<file path="src/rtl/food_placer_pkg.sv">
// rtl/food_placer_pkg.sv - shared state encoding, widths and range helper for the food placer
// Contents:
//   X_W, Y_W        coordinate widths in grid units
//   DEF_*           default board geometry (64x48 grid, 1-cell border)
//   state_t         placer FSM encoding
//   limits_t        playable-interior bounds
//   in_bounds()     inclusive interior membership test
package food_placer_pkg;

    localparam int X_W = 7;
    localparam int Y_W = 6;

    localparam int DEF_NUM_X   = 64;
    localparam int DEF_NUM_Y   = 48;
    localparam int DEF_FRAME_X = 1;
    localparam int DEF_FRAME_Y = 1;

    typedef enum logic [2:0] {
        IDLE      = 3'd0,
        SAMPLE    = 3'd1,
        RQUERY    = 3'd2,
        SCAN_INIT = 3'd3,
        SQUERY    = 3'd4,
        COMMIT    = 3'd5,
        FAIL      = 3'd6
    } state_t;

    typedef struct packed {
        logic [X_W-1:0] xmin;
        logic [X_W-1:0] xmax;
        logic [Y_W-1:0] ymin;
        logic [Y_W-1:0] ymax;
    } limits_t;

    function automatic logic in_bounds(input logic [X_W-1:0] x,
                                       input logic [Y_W-1:0] y,
                                       input limits_t        lim);
        return (x >= lim.xmin) && (x <= lim.xmax) &&
               (y >= lim.ymin) && (y <= lim.ymax);
    endfunction

endpackage

</file>
<file path="src/rtl/food_placer_if.sv">
// rtl/food_placer_if.sv - occupancy query handshake between food placer and snake-body checker
// Signals:
//   query_req   placer -> checker  level request, held until query_ack
//   query_x/y   placer -> checker  candidate cell, stable while query_req=1
//   query_ack   checker -> placer  one-cycle pulse, query_hit valid this cycle
//   query_hit   checker -> placer  1 = cell occupied by the snake
// Modports: master (placer side), slave (checker side)
interface food_placer_if;
    import food_placer_pkg::*;

    logic           query_req;
    logic [X_W-1:0] query_x;
    logic [Y_W-1:0] query_y;
    logic           query_ack;
    logic           query_hit;

    modport master (
        output query_req,
        output query_x,
        output query_y,
        input  query_ack,
        input  query_hit
    );

    modport slave (
        input  query_req,
        input  query_x,
        input  query_y,
        output query_ack,
        output query_hit
    );

endinterface

</file>
<file path="src/rtl/food_scan_counter.sv">
// rtl/food_scan_counter.sv - raster-order successor of a cell inside the playable interior
// Ports:
//   cur_x, cur_y      current scan cell
//   xmin, xmax, ymax  interior bounds (ymin is only needed to start the scan)
//   next_x, next_y    next cell in raster order (x fastest)
//   last              current cell is the final interior cell
module food_scan_counter
    import food_placer_pkg::*;
(
    input  logic [X_W-1:0] cur_x,
    input  logic [Y_W-1:0] cur_y,
    input  logic [X_W-1:0] xmin,
    input  logic [X_W-1:0] xmax,
    input  logic [Y_W-1:0] ymax,
    output logic [X_W-1:0] next_x,
    output logic [Y_W-1:0] next_y,
    output logic           last
);

    always_comb begin
        next_x = cur_x;
        next_y = cur_y;
        if (cur_x < xmax) begin
            next_x = cur_x + X_W'(1);
        end else begin
            next_x = xmin;
            next_y = cur_y + Y_W'(1);
        end
    end

    assign last = (cur_x == xmax) && (cur_y == ymax);

endmodule

</file>
<file path="src/rtl/food_placer.sv">
// rtl/food_placer.sv - places a food item on a free interior cell: random tries, then raster scan
// Ports:
//   clk, reset              clock, asynchronous active-low reset
//   place_req, abort        start pulse, synchronous abort back to IDLE
//   rand_x, rand_y          free-running random coordinate generator
//   frame_*_inside_grid     border widths; number_*_grid board size
//   query                   occupancy checker handshake (master side)
//   food_x, food_y          committed food cell, food_valid qualifies it
//   busy                    state != IDLE
//   place_done, place_fail  one-cycle completion pulses
module food_placer
    import food_placer_pkg::*;
#(
    parameter int MAX_TRIES = 8,
    parameter int TRY_W     = 4
) (
    input  logic                clk,
    input  logic                reset,
    input  logic                place_req,
    input  logic                abort,
    input  logic [X_W-1:0]      rand_x,
    input  logic [Y_W-1:0]      rand_y,
    input  logic [X_W-1:0]      frame_x_inside_grid,
    input  logic [Y_W-1:0]      frame_y_inside_grid,
    input  logic [X_W-1:0]      number_x_grid,
    input  logic [Y_W-1:0]      number_y_grid,
    food_placer_if.master       query,
    output logic [X_W-1:0]      food_x,
    output logic [Y_W-1:0]      food_y,
    output logic                food_valid,
    output logic                busy,
    output logic                place_done,
    output logic                place_fail
);

    state_t         state, state_nxt;
    logic [TRY_W-1:0] try_cnt, try_nxt, try_inc;
    logic           try_last;
    logic [X_W-1:0] qx, qx_nxt, food_x_nxt, step_x;
    logic [Y_W-1:0] qy, qy_nxt, food_y_nxt, step_y;
    logic           qreq, qreq_nxt;
    logic           food_valid_nxt, busy_nxt, place_done_nxt, place_fail_nxt;
    limits_t        lim;
    logic           degenerate, cand_ok, ack_seen, scan_last;

    // Interior bounds; the frame is assumed static for the duration of a placement.
    always_comb begin
        lim.xmin = frame_x_inside_grid;
        lim.xmax = number_x_grid - frame_x_inside_grid - X_W'(1);
        lim.ymin = frame_y_inside_grid;
        lim.ymax = number_y_grid - frame_y_inside_grid - Y_W'(1);
    end

    assign degenerate = (lim.xmin > lim.xmax) || (lim.ymin > lim.ymax);
    assign cand_ok    = in_bounds(rand_x, rand_y, lim);
    // An ack is only meaningful while our request is outstanding.
    assign ack_seen   = query.query_ack && qreq;
    assign try_inc    = try_cnt + TRY_W'(1);
    assign try_last   = (try_inc == TRY_W'(MAX_TRIES));

    food_scan_counter u_scan (
        .cur_x  (qx),
        .cur_y  (qy),
        .xmin   (lim.xmin),
        .xmax   (lim.xmax),
        .ymax   (lim.ymax),
        .next_x (step_x),
        .next_y (step_y),
        .last   (scan_last)
    );

    assign query.query_req = qreq;
    assign query.query_x   = qx;
    assign query.query_y   = qy;

    always_ff @(posedge clk or negedge reset) begin
        if (!reset) begin
            state <= IDLE;
        end else begin
            state <= state_nxt;
        end
    end

    always_comb begin
        state_nxt = state;
        if (abort) begin
            state_nxt = IDLE;
        end else begin
            unique case (state)
                IDLE:      if (place_req) state_nxt = SAMPLE;
                SAMPLE:    if (cand_ok)       state_nxt = RQUERY;
                           else if (try_last) state_nxt = SCAN_INIT;
                RQUERY:    if (ack_seen) begin
                               if (!query.query_hit) state_nxt = COMMIT;
                               else if (try_last)    state_nxt = SCAN_INIT;
                               else                  state_nxt = SAMPLE;
                           end
                // A degenerate frame has no legal cell, so never start querying.
                SCAN_INIT: state_nxt = degenerate ? FAIL : SQUERY;
                SQUERY:    if (ack_seen) begin
                               if (!query.query_hit) state_nxt = COMMIT;
                               else if (scan_last)   state_nxt = FAIL;
                           end
                COMMIT:    state_nxt = IDLE;
                FAIL:      state_nxt = IDLE;
                default:   state_nxt = IDLE;
            endcase
        end
    end

    always_comb begin
        try_nxt        = try_cnt;
        qx_nxt         = qx;
        qy_nxt         = qy;
        qreq_nxt       = qreq;
        food_x_nxt     = food_x;
        food_y_nxt     = food_y;
        food_valid_nxt = food_valid;
        place_done_nxt = 1'b0;
        place_fail_nxt = 1'b0;
        busy_nxt       = (state_nxt != IDLE);
        if (abort) begin
            qreq_nxt       = 1'b0;
            food_valid_nxt = 1'b0;
        end else begin
            unique case (state)
                IDLE: begin
                    if (place_req) begin
                        food_valid_nxt = 1'b0;
                        try_nxt        = '0;
                    end
                end
                SAMPLE: begin
                    qx_nxt = rand_x;
                    qy_nxt = rand_y;
                    if (cand_ok) qreq_nxt = 1'b1;
                    else         try_nxt  = try_inc;
                end
                RQUERY: begin
                    if (ack_seen) begin
                        qreq_nxt = 1'b0;
                        if (query.query_hit) try_nxt = try_inc;
                    end
                end
                SCAN_INIT: begin
                    qx_nxt   = lim.xmin;
                    qy_nxt   = lim.ymin;
                    qreq_nxt = !degenerate;
                end
                SQUERY: begin
                    // After each ack the request stays low for one cycle while the
                    // scan cell advances, then it is raised again.
                    if (ack_seen) begin
                        qreq_nxt = 1'b0;
                        if (query.query_hit && !scan_last) begin
                            qx_nxt = step_x;
                            qy_nxt = step_y;
                        end
                    end else if (!qreq) begin
                        qreq_nxt = 1'b1;
                    end
                end
                COMMIT: begin
                    food_x_nxt     = qx;
                    food_y_nxt     = qy;
                    food_valid_nxt = 1'b1;
                    place_done_nxt = 1'b1;
                end
                FAIL: begin
                    place_fail_nxt = 1'b1;
                end
                default: ;
            endcase
        end
    end

    always_ff @(posedge clk or negedge reset) begin
        if (!reset) begin
            try_cnt    <= '0;
            qx         <= '0;
            qy         <= '0;
            qreq       <= 1'b0;
            food_x     <= '0;
            food_y     <= '0;
            food_valid <= 1'b0;
            busy       <= 1'b0;
            place_done <= 1'b0;
            place_fail <= 1'b0;
        end else begin
            try_cnt    <= try_nxt;
            qx         <= qx_nxt;
            qy         <= qy_nxt;
            qreq       <= qreq_nxt;
            food_x     <= food_x_nxt;
            food_y     <= food_y_nxt;
            food_valid <= food_valid_nxt;
            busy       <= busy_nxt;
            place_done <= place_done_nxt;
            place_fail <= place_fail_nxt;
        end
    end

endmodule

</file>
<file path="src/flat_wrapper.sv">
// flat-port wrapper written by rule: the top's interface ports become plain ports
module food_placer_flat import food_placer_pkg::*;
#(
    parameter int MAX_TRIES = 8,
    parameter int TRY_W     = 4
)
  (clk, reset, place_req, abort, rand_x, rand_y, frame_x_inside_grid, frame_y_inside_grid, number_x_grid, number_y_grid, food_x, food_y, food_valid, busy, place_done, place_fail, query_query_req, query_query_x, query_query_y, query_query_ack, query_query_hit);
  food_placer_if query_i ();
  input  logic clk;
  input  logic reset;
  input  logic place_req;
  input  logic abort;
  input  logic [X_W-1:0] rand_x;
  input  logic [Y_W-1:0] rand_y;
  input  logic [X_W-1:0] frame_x_inside_grid;
  input  logic [Y_W-1:0] frame_y_inside_grid;
  input  logic [X_W-1:0] number_x_grid;
  input  logic [Y_W-1:0] number_y_grid;
  output logic [X_W-1:0] food_x;
  output logic [Y_W-1:0] food_y;
  output logic food_valid;
  output logic busy;
  output logic place_done;
  output logic place_fail;
  output wire logic [$bits(query_i.query_req)-1:0] query_query_req;
  output wire logic [$bits(query_i.query_x)-1:0] query_query_x;
  output wire logic [$bits(query_i.query_y)-1:0] query_query_y;
  input wire logic [$bits(query_i.query_ack)-1:0] query_query_ack;
  input wire logic [$bits(query_i.query_hit)-1:0] query_query_hit;
  assign query_query_req = query_i.query_req;
  assign query_query_x = query_i.query_x;
  assign query_query_y = query_i.query_y;
  assign query_i.query_ack = query_query_ack;
  assign query_i.query_hit = query_query_hit;
  food_placer #(.MAX_TRIES(MAX_TRIES), .TRY_W(TRY_W)) u_core (.clk(clk), .reset(reset), .place_req(place_req), .abort(abort), .rand_x(rand_x), .rand_y(rand_y), .frame_x_inside_grid(frame_x_inside_grid), .frame_y_inside_grid(frame_y_inside_grid), .number_x_grid(number_x_grid), .number_y_grid(number_y_grid), .query(query_i), .food_x(food_x), .food_y(food_y), .food_valid(food_valid), .busy(busy), .place_done(place_done), .place_fail(place_fail));
endmodule
</file>
<file path="config.mk">
export PLATFORM = sky130hd
export DESIGN_NAME = food_placer_flat
export DESIGN_NICKNAME = d
export VERILOG_FILES = /design/src/rtl/food_placer_pkg.sv /design/src/rtl/food_placer_if.sv /design/src/rtl/food_scan_counter.sv /design/src/rtl/food_placer.sv /design/src/flat_wrapper.sv
export SDC_FILE = /design/constraint.sdc
export NUM_CORES = 1
export LEC_CHECK = 0
export CAP_MARGIN = 20
export CORE_UTILIZATION = 45
export CTS_BUF_LIST = sky130_fd_sc_hd__clkbuf_2 sky130_fd_sc_hd__clkbuf_4 sky130_fd_sc_hd__clkbuf_8
export DETAILED_ROUTE_END_ITERATION = 10
export HOLD_SLACK_MARGIN = 0.02
export PLACE_DENSITY_LB_ADDON = 0.05
export REMOVE_ABC_BUFFERS = 1
export SKIP_LAST_GASP = 1
export SYNTH_ARGS = -nofsm -noshare
export SYNTH_HDL_FRONTEND = slang
export SYNTH_SLANG_ARGS = --single-unit
</file>
<file path="constraint.sdc">
create_clock -name clk -period 4.1 [get_ports clk]
set_clock_uncertainty 0.1 [all_clocks]
set_input_delay 0.82 -clock clk [delete_from_list [all_inputs] [get_ports clk]]
set_output_delay 0.82 -clock clk [all_outputs]
set_load 0.02 [all_outputs]
</file>
# ---- Yosys cells after proc, flatten, opt, wreduce, memory -nomap -nowiden
# Index checks and enable logic that the tools add are counted.
dict set report word_totals {
  mem_count 0
  ramBits 0
  in_bits 45
  romBits 0
  latch_bits 0
  reg_bits 38
}
dict set report op_classes {
  eq_ne 19
  n_shift 0
  addsub 7
  bitwise 1
  n_reduce_logical 21
  div 0
  multipliers 0
  magnitude_cmp 7
  mux 37
}
# cell n
set ops {}
lappend ops {{2-to-1 mux 3 bit} 9}
lappend ops {{2-to-1 mux 7 bit} 3}
lappend ops {{case mux 7 bit (3 select lines)} 1}
lappend ops {{2-to-1 mux 6 bit} 3}
lappend ops {{case mux 6 bit (3 select lines)} 1}
lappend ops {{2-to-1 mux 4 bit} 4}
lappend ops {{case mux 3 bit (5 select lines)} 1}
lappend ops {{case mux 4 bit (3 select lines)} 1}
lappend ops {{nonzero test 3 bit} 4}
lappend ops {{2-to-1 mux 1 bit} 10}
lappend ops {{== test 3 bit, second input constant} 3}
lappend ops {{inequality test 2 bit, second input constant} 4}
lappend ops {{adder 7 x 1 -> 7 bit, second input constant} 1}
lappend ops {{== test 7 bit} 1}
lappend ops {{>= comparator 7 bit} 1}
lappend ops {{greater-than comparator 7 bit} 1}
lappend ops {{<= comparator 7 bit} 1}
lappend ops {{< comparator 7 bit} 1}
lappend ops {{subtractor 7 x 1 -> 7 bit, second input constant} 1}
lappend ops {{subtractor 7 bit} 1}
lappend ops {{adder 6 x 1 -> 6 bit, second input constant} 1}
lappend ops {{== test 3 x 2 -> 1 bit, second input constant} 2}
lappend ops {{== test 6 bit} 1}
lappend ops {{>= comparator 6 bit} 1}
lappend ops {{other kinds (24)} 35}

# ---- Logic depth before layout (Yosys ltp)
# Gate-level depths: netlist of the first run.
dict set report logic_depth {
  ltp_word 10
  mapped_depth 17
  depth_no_buf 17
}

# ---- Hierarchy
# A second synthesis of the first run with hierarchy kept.
dict set report hier_totals {
  cells_unflattened 503
  hier_area_um2 4166.5
}
# module area_per_inst_um2 instances seq_area_each_um2 cells_each
set by_module_without_submodules {}
lappend by_module_without_submodules {food_placer 3642.2 1 950.9 440}
lappend by_module_without_submodules {food_scan_counter 524.3 1 0.0 63}

# ---- Worst setup path after synthesis of the first run
# No wires, ideal clock.
dict set report synth_path {
  path_kind {input to register}
  from {in frame_x_inside_grid[0]}
  to {reg u_core.try_cnt[0]}
  n_path_buf 0
  required_time_ns 3.873
  path_slack_ns 0.027
  arrival_ns 3.846
  path_stages 17
  setup_ns 0.127
  cell_sequence {inv_1 ha_1 inv_1 fa_1 nand2b_1 a21oi_2 xor2_1 inv_1 ha_1 nand2_1 o22ai_1 a21oi_1 maj3_2 maj3_2 o21ai_4 a21o_4 mux2_1}
}
dict set report synth_between {
  elab_chain_cells 8
  elab_cells_between_ends 9
  cone_classes {2 x add/sub; 2 x order compare; 1 x eq/ne; 4 x reduce/logical}
}
# item line_no
set synth_lines {}
lappend synth_lines {{start, declared} flat_wrapper.sv:15} ;# input logic [X_W-1:0] frame_x_inside_grid;
lappend synth_lines {{subtractor 7 bit} food_placer.sv:49} ;# lim.xmax = number_x_grid - frame_x_inside_grid - X_W'(1);
lappend synth_lines {{subtractor 7 x 1 -> 7 bit} food_placer.sv:49}
lappend synth_lines {{<= comparator 7 bit} food_placer_pkg.sv:38} ;# return (x >= lim.xmin) && (x <= lim.xmax) &&
lappend synth_lines {{logical AND 1 bit (*) (2 in series)} food_placer_pkg.sv:38}
lappend synth_lines {{logical AND 1 bit (*)} food_placer_pkg.sv:39} ;# (y >= lim.ymin) && (y <= lim.ymax);
lappend synth_lines {{inequality test 2 bit (no line) (*)} -}
lappend synth_lines {{AND reduction 6 bit (no line) (*)} -}
lappend synth_lines {{end signal, assigned} food_placer.sv:190} ;# try_cnt <= try_nxt;
lappend synth_lines {{end, declared} food_placer.sv:37} ;# logic [TRY_W-1:0] try_cnt, try_nxt, try_inc;
# Mark *: on every way between the ends. The rest lies on a longest branch, timed or not.
# A chain may end at the register's enable or synchronous reset.

# ---- Worst setup path in the final report of the first run
dict set report layout_path {
  from {in frame_y_inside_grid[3]}
  to {reg u_core.try_cnt[0]}
}
dict set report layout_between {
  elab_chain_cells 6
  elab_cells_between_ends 8
  cone_classes {2 x add/sub; 2 x order compare; 1 x eq/ne; 3 x reduce/logical}
}
# item line_no
set layout_lines {}
lappend layout_lines {{start, declared} flat_wrapper.sv:16} ;# input logic [Y_W-1:0] frame_y_inside_grid;
lappend layout_lines {{subtractor 6 bit} food_placer.sv:51} ;# lim.ymax = number_y_grid - frame_y_inside_grid - Y_W'(1);
lappend layout_lines {{subtractor 6 x 1 -> 6 bit} food_placer.sv:51}
lappend layout_lines {{<= comparator 6 bit} food_placer_pkg.sv:39}
lappend layout_lines {{logical AND 1 bit (*)} food_placer_pkg.sv:39}
lappend layout_lines {{inequality test 2 bit (no line) (*)} -}
lappend layout_lines {{AND reduction 6 bit (no line) (*)} -}
# Marks and branches as above.

==> reports/metrics.yaml, run 1 <==
status:
  status: "finished, final reports clean"
clock_network:
  cts_sinks: 38
  htree_levels: 2
  postCtsHoldBufs: 0
  clock_path_buffers: 2
  cts_root_buf: "clkbuf_8"
  insertion_delay_ns: 0.29
  numCtsBuffers: 5
  path_clk_slew_ns: 0.08
  cts_tree: "done"
logic_synthesis:
  synth_edf_count: 0
  yosys.area_share.simple_pct: 18.60
  synth.area.mux_share_pct: 6.302
  ys_warn_count: 0
  ys_seq_area_share_pct: 23.25
  synthDistinctLibCells: 70
  syn_inst: 471
  synth_flop_cell: "dfrtp_1"
  synth_top_family_by_area: "compound AO/OA/AOI/OAI gates"
  synth-xor-area-share_pct: 6.271
  netlist_area_mm2: 0.004090
  synth_compound_area_share_pct: 22.79
  synth-seq-cells: 38
  async_flop_share_pct: 100.0
  postSynthAreaPerCell_um2: 8.684
  synthAdderAreaFrac_pct: 18.26
final_layout:
  final_cell_mix: "81 x buf_4, 65 x clkdlybuf4s50_1, 48 x nor2_1, 45 x ha_1, 38 x dfrtp_1"
  mostFrequentLayoutCell: "buf_4"
  final_layout_size_suffix_gt1_share_pct: 26.21
  final_util_pct: 67.26
  nets: 717
  syn_to_final_growth_pct: 44.11
  num_antenna_cells: 0
timing:
  timing.fmax_mhz: 250.8
  min_period_ns: 3.987
  hold_viol: 0
  rsz0062_at_grt: "yes"
  setup_viol: 0
  tightest_slew_ns: 0.8527
  finalCritPeriodShare_pct: 97.25
  slew_violations: 0
  max_slew_margin_pct: 43.15
detailed_routing:
  drtPass1Iterations: 4
  drt_wl_total_mm: 12.06
  wl_per_cell_um: 16.61
  drc: 0
  drtAntennaViolNets: 0
  num_vias: 4130
  drt-vias-per-instance: 5.689
  dr.first_iter.drc_count: 170
global_routing:
  met3_usage_pct: 3.957
  grt_pass1_wl_mm: 20.00
  overflow: 0
  grt_use_total_pct: 25.99
  grt_pass1_vias: 4182
  use_met1_pct: 32.82
  antenna_found_initial: 0
  grt_max_degree: 39
  top_usage_layer: "met2"
  grt_use_met2_pct: 46.15
place:
  gp_congestion: 0.9671
  dp_hpwl_mm: 9.268
  port_buffers: 75
job:
  cap_viol_max_count: 0
power:
  power.density_mw_per_mm2: 337.8
  ir_worst_vdd_mv: 0.2500
  p_leak_nw: 2.696
  power.total_mw: 1.991
critical_path:
  end_kind: "register"
  required_ns: 4.18
  critPathKind: "in2reg"
  start_kind: "input port"
  reg2reg_depth: 6
  critPathArrivalTime_ns: 4.07
  cp_max_fo: 3
die:
  ios: 76
  placementRows: 34
  die_area_mm2: 0.009474
  core_area_mm2: 0.008763
  die_h_um: 97.34
  die_w_um: 97.34
  start_util_pct: 46.67
min_path:
  holdPathStages: 1
  hold_path_class: "reg2reg"
sequential cells by signal (all words and copies together) (netlist names):
signal and flops:
u_core.food_x 7, u_core.query.query_x 7, u_core.food_y 6, u_core.query.query_y 6, u_core.try_cnt 4, u_core.state 3, u_core.busy 1, u_core.food_valid 1
u_core.place_done 1, u_core.place_fail 1, u_core.query.query_req 1
worst paths after layout:
| check | startpoint | end | slack (ns) |
|---|---|---|---|
| max | frame_y_inside_grid[3] | u_core.try_cnt[0]$_DFFE_PN0P_ | 0.11 |
| min | u_core.food_y[5]$_DFFE_PN0P_ | u_core.food_y[5]$_DFFE_PN0P_ | 0.41 |
| max reg2reg | u_core.state[0]$_DFF_PN0_ | u_core.query.query_y[5]$_DFFE_PN0P_ | 1.41 |
| min reg2reg | u_core.food_y[5]$_DFFE_PN0P_ | u_core.food_y[5]$_DFFE_PN0P_ | 0.41 |
| max in group asynchronous | reset | u_core.food_y[1]$_DFFE_PN0P_ | 2.83 |
| min in group asynchronous | reset | u_core.query.query_x[5]$_DFFE_PN0P_ | 0.53 |
where the power goes:
group          total (mW)  switching [mW]  leakage [nW]  internal (mW)
logic                1.06           0.501          2.13          0.554
registers           0.535           0.111         0.498          0.424
clock network       0.401           0.141        0.0714          0.260
metal layers:
metal / up-vias / routed length [µm]
li1: 2030 / -
met1: 1965 / 5085
met2: 120 / 6143
met3: 15 / 669
met4: 0 / 159
met5: - / 0
critical path: stages:
cell	delay, ns
clkdlybuf4s50_1	0.48
inv_1	0.08
ha_4	0.27
or3b_4	0.39
a21oi_4	0.16
xnor2_2	0.09
ha_1	0.33
nand4_1	0.12
a21oi_1	0.07
o32ai_2	0.22
o21ai_1	0.10
a211o_1	0.30
o21ai_4	0.19
a21o_4	0.14
mux2_1	0.31
stage by stage:
stage          hold slack, ns  area (µm²)  std cells  worst slack (ns)  setup TNS (ns)
4_1_cts                0.4132        5761        723         -0.009888       -0.009888
2_1_floorplan          0.4088        4025        454           0.02609               0
3_3_place_gp           0.3888        5424        706           -0.4510          -5.876
6_report               0.4082        5894        726            0.1127               0
5_1_grt                0.4244        5894        726          -0.01794        -0.02532
3_5_place_dp           0.3962        5424        706           -0.5345          -7.263
layout make-up:
class / count / area, µm²
multi-input cells: 384 / 3192
fillers: 746 / 2869
repair buffers: 156 / 1354
flip-flops and latches: 38 / 950.9
well taps: 108 / 135.1
inverters: 32 / 120.1
clock buffers: 6 / 82.58
clock inverters: 2 / 60.06
cell usage after synthesis, types with 7 or more instances:
| cell | instances | area share [%] |
|---|---|---|
| ha_1 | 53 | 16 |
| nand3_1 | 15 | 1.8 |
| a31oi_1 | 7 | 1.1 |
| a21oi_1 | 21 | 2.6 |
| xor2_1 | 10 | 2.1 |
| nor3_1 | 11 | 1.3 |
| o21ai_0 | 13 | 1.6 |
| dfrtp_1 | 38 | 23 |
| nor2b_1 | 11 | 1.7 |
| inv_1 | 31 | 2.8 |
| xnor2_1 | 14 | 3.0 |
| mux2_2 | 16 | 4.4 |
| nand2_1 | 30 | 2.8 |
| clkbuf_1 | 14 | 1.3 |
| a211oi_1 | 10 | 1.8 |
| nand2b_1 | 9 | 1.4 |
| o211ai_1 | 8 | 1.5 |
| nor2_1 | 49 | 4.5 |
repair_timing:
action | in CTS | in global routing
setup buffers | 9 | 3
gates cloned | 0 | 0
resized for setup | 33 | 21
pin swaps | 30 | 17
setup endpoints to repair | 16 | 17
cell families (layout without fill, tap and decap cells):
| logic type | after synthesis | after routing |
|---|---|---|
| AO/OA/AOI/OAI | 126 | 126 |
| XOR/XNOR | 26 | 26 |
| adder cells (fa/ha/maj) | 59 | 59 |
| buffers and inverters | 49 | 196 |
| flip-flops | 38 | 38 |
| multiplexers | 23 | 23 |
| AND/OR/NAND/NOR | 150 | 150 |
Note: power is estimated with default switching activity, not from simulation.
==> run 2: changes to the inputs <==
Settings changed: CORE_ASPECT_RATIO set to 0.6.
==> reports/metrics.yaml, run 2 (same netlist as run 1, synthesis figures left out) <==
clock_network:
  path_clk_slew_ns: 0.08  # about the same
  cts_sinks: 38  # unchanged
  numCtsBuffers: 5  # unchanged
  cts_tree: "done"  # unchanged
  insertion_delay_ns: 0.30  # was 0.29 ns
  clock_path_buffers: 2  # unchanged
  cts_root_buf: "clkbuf_8"  # unchanged
  htree_levels: 2  # unchanged
  postCtsHoldBufs: 0  # unchanged
place:
  dp_slack_ns: -0.5514  # was -0.5345 ns
  placed_cell_area_mm2: 0.005436  # was 0.005424 mm²
  gp_congestion: 0.9246  # was 0.9671
  dp_hpwl_mm: 9.633  # was 9.268 mm
  place_inst: 711  # was 706
  port_buffers: 75  # unchanged
power:
  ir_worst_vdd_mv: 0.2188  # was 0.2500 mV
  power.density_mw_per_mm2: 321.1  # was 337.8 mW/mm²
  p_leak_nw: 2.687  # was 2.696 nW
detailed_routing:
  drc: 0  # unchanged
  dr.first_iter.drc_count: 298  # was 170
  drt-vias-per-instance: 5.729  # was 5.689
  drtAntennaViolNets: 0  # unchanged
  wl_per_cell_um: 16.92  # was 16.61 µm
  drtPass1Iterations: 7  # was 4
  drt_wl_total_mm: 12.30  # was 12.06 mm
  num_vias: 4165  # was 4130
job:
  cap_viol_max_count: 0  # unchanged
final_layout:
  fillers: 694  # was 746
  syn_to_final_growth_pct: 42.77  # was 44.11%
  ff_latch_area_um2: 950.9  # unchanged
  final_cell_mix: "78 x buf_4, 62 x clkdlybuf4s50_1, 48 x nor2_1, 43 x ha_1, 38 x dfrtp_1"  # was 81 x buf_4, 65 x clkdlybuf4s50_1, 48 x nor2_1, 45 x ha_1, 38 x dfrtp_1
  multi_input_area_mm2: 0.003191  # was 0.003192 mm²
  design_area_mm2: 0.005839  # was 0.005894 mm²
  num_antenna_cells: 0  # unchanged
  layout.cells.non_filler: 727  # was 726
  mostFrequentLayoutCell: "buf_4"  # unchanged
  nets: 714  # was 717
  final_layout_size_suffix_gt1_share_pct: 25.85  # was 26.21%
critical_path:
  setup.worst_path.start: "frame_x_inside_grid[0]"  # was frame_y_inside_grid[3]
  crit_buf_inv: 4  # was 2
  end_kind: "register"  # unchanged
  r2r_setup_slack_ns: 1.34  # was 1.41 ns
  cp_slowest_stage_delay_ns: 0.36  # was 0.48 ns
  critPathArrivalTime_ns: 4.08  # was 4.07 ns
  required_ns: 4.18  # about the same
  start_kind: "input port"  # unchanged
  critPathKind: "in2reg"  # unchanged
  cp_max_fo: 3  # unchanged
  crit_slowest_cell: "fa_2"  # was clkdlybuf4s50_1
  r2r_end: "u_core.query.query_y[5]$_DFFE_PN0P_"  # unchanged
  path_cells: "dlygate4sd2_1, inv_2, ha_2, inv_1, fa_2, nand2b_4, a21oi_4, xor2_2, inv_2, ha_4, nand2_1, o22ai_2, a21oi_2, maj3_2, maj3_2, o21ai_4, a21o_4, mux2_1"  # was clkdlybuf4s50_1, inv_1, ha_4, or3b_4, a21oi_4, xnor2_2, ha_1, nand4_1, a21oi_1, o32ai_2, o21ai_1, a211o_1, o21ai_4, a21o_4, mux2_1
  reg2reg_from: "u_core.state[0]$_DFF_PN0_"  # unchanged
  reg2reg_depth: 6  # unchanged
  crit_family: "adder cells"  # was compound AO/OA/AOI/OAI gates
global_routing:
  grt_max_degree: 39  # unchanged
  overflow: 0  # unchanged
  antenna_found_initial: 0  # unchanged
  grt_use_total_pct: 26.49  # was 25.99%
  grt_pass1_vias: 3950  # was 4182
  grt_pass1_wl_mm: 19.44  # was 20.00 mm
die:
  placementRows: 26  # was 34
  die_h_um: 75.85  # was 97.34 µm
  die_w_um: 125.1  # was 97.34 µm
  start_util_pct: 47.27  # was 46.67%
  core_area_mm2: 0.008653  # was 0.008763 mm²
  die_area_mm2: 0.009487  # was 0.009474 mm²
  ios: 76  # unchanged
timing:
  setup_viol: 0  # unchanged
  hold_viol: 0  # unchanged
  finalCritPeriodShare_pct: 97.54  # was 97.25%
  max_slew_margin_pct: 42.04  # was 43.15%
  timing.fmax_mhz: 250.1  # was 250.8 MHz
  whs_ns: 0.4124  # was 0.4082 ns
  min_period_ns: 3.999  # was 3.987 ns
  layout_setup_ws_ns: 0.1009  # was 0.1127 ns
  tightest_slew_ns: 0.8694  # was 0.8527 ns
  slew_violations: 0  # unchanged
status:
  status: "finished, final reports clean"  # unchanged
min_path:
  worstHoldStart: "u_core.food_x[4]$_DFFE_PN0P_"  # was u_core.food_y[5]$_DFFE_PN0P_
  hold_path_class: "reg2reg"  # unchanged
  holdPathStages: 1  # unchanged
  min_to: "u_core.food_x[4]$_DFFE_PN0P_"  # was u_core.food_y[5]$_DFFE_PN0P_
-- run 2: metrics by stage --
stage / util, % / setup TNS (ns) / total power [mW]
after floorplan: - / 0 / 1.072
after detailed placement: 62.83 / -7.423 / 1.512
after CTS: 66.38 / 0 / 1.847
after global routing: 67.48 / -0.03924 / 2.006
after global placement: 62.83 / -6.254 / 1.491
final: 67.48 / 0 / 1.875
-- run 2: area by class of cell --
type | count | share of cell area (%)
well taps | 112 | 2.400
flip-flops and latches | 38 | 16.28
repair buffers | 153 | 22.99
clock buffers | 7 | 1.543
inverters | 32 | 2.057
clock inverters | 1 | 0.08571
multi-input cells | 384 | 54.64
-- run 2: timing repair --
item / 4_1_cts / 5_1_grt
buffers inserted: 8 / 0
pin swaps: 26 / 19
hold endpoints to repair: 0 / 0
endpoints found under the setup margin: 14 / 14
gates resized for setup: 34 / 22
-- run 2: power by group --
| part | total, mW | switching [mW] | leakage (nW) | internal (mW) |
|---|---|---|---|---|
| Combinational | 1.06 | 0.512 | 2.14 | 0.548 |
| Clock | 0.285 | 0.142 | 0.0517 | 0.143 |
| Sequential | 0.530 | 0.106 | 0.498 | 0.424 |
-- run 2: worst max-delay path by stage --
stage	to	slack (ns)	depth (start not counted)
after floorplan	u_core.try_cnt[0]$_DFFE_PN0P_	0.03	17
after global placement	u_core.busy$_DFF_PN0_	-0.49	16
after detailed placement	u_core.busy$_DFF_PN0_	-0.55	16
after CTS	u_core.busy$_DFF_PN0_	0.003	15
after global routing	u_core.try_cnt[0]$_DFFE_PN0P_	-0.03	18
final	u_core.try_cnt[0]$_DFFE_PN0P_	0.10	18
-- run 2: layer usage --
metal  part of all wire, %  global-route usage [%]  vias to the layer above
li1                      -                       -                     2017
met1                    49                   36.29                     1993
met2                    44                   44.57                      140
met3                   6.0                   4.986                       15
met4                   1.2                   5.014                        0
met5                     0                       0                        -
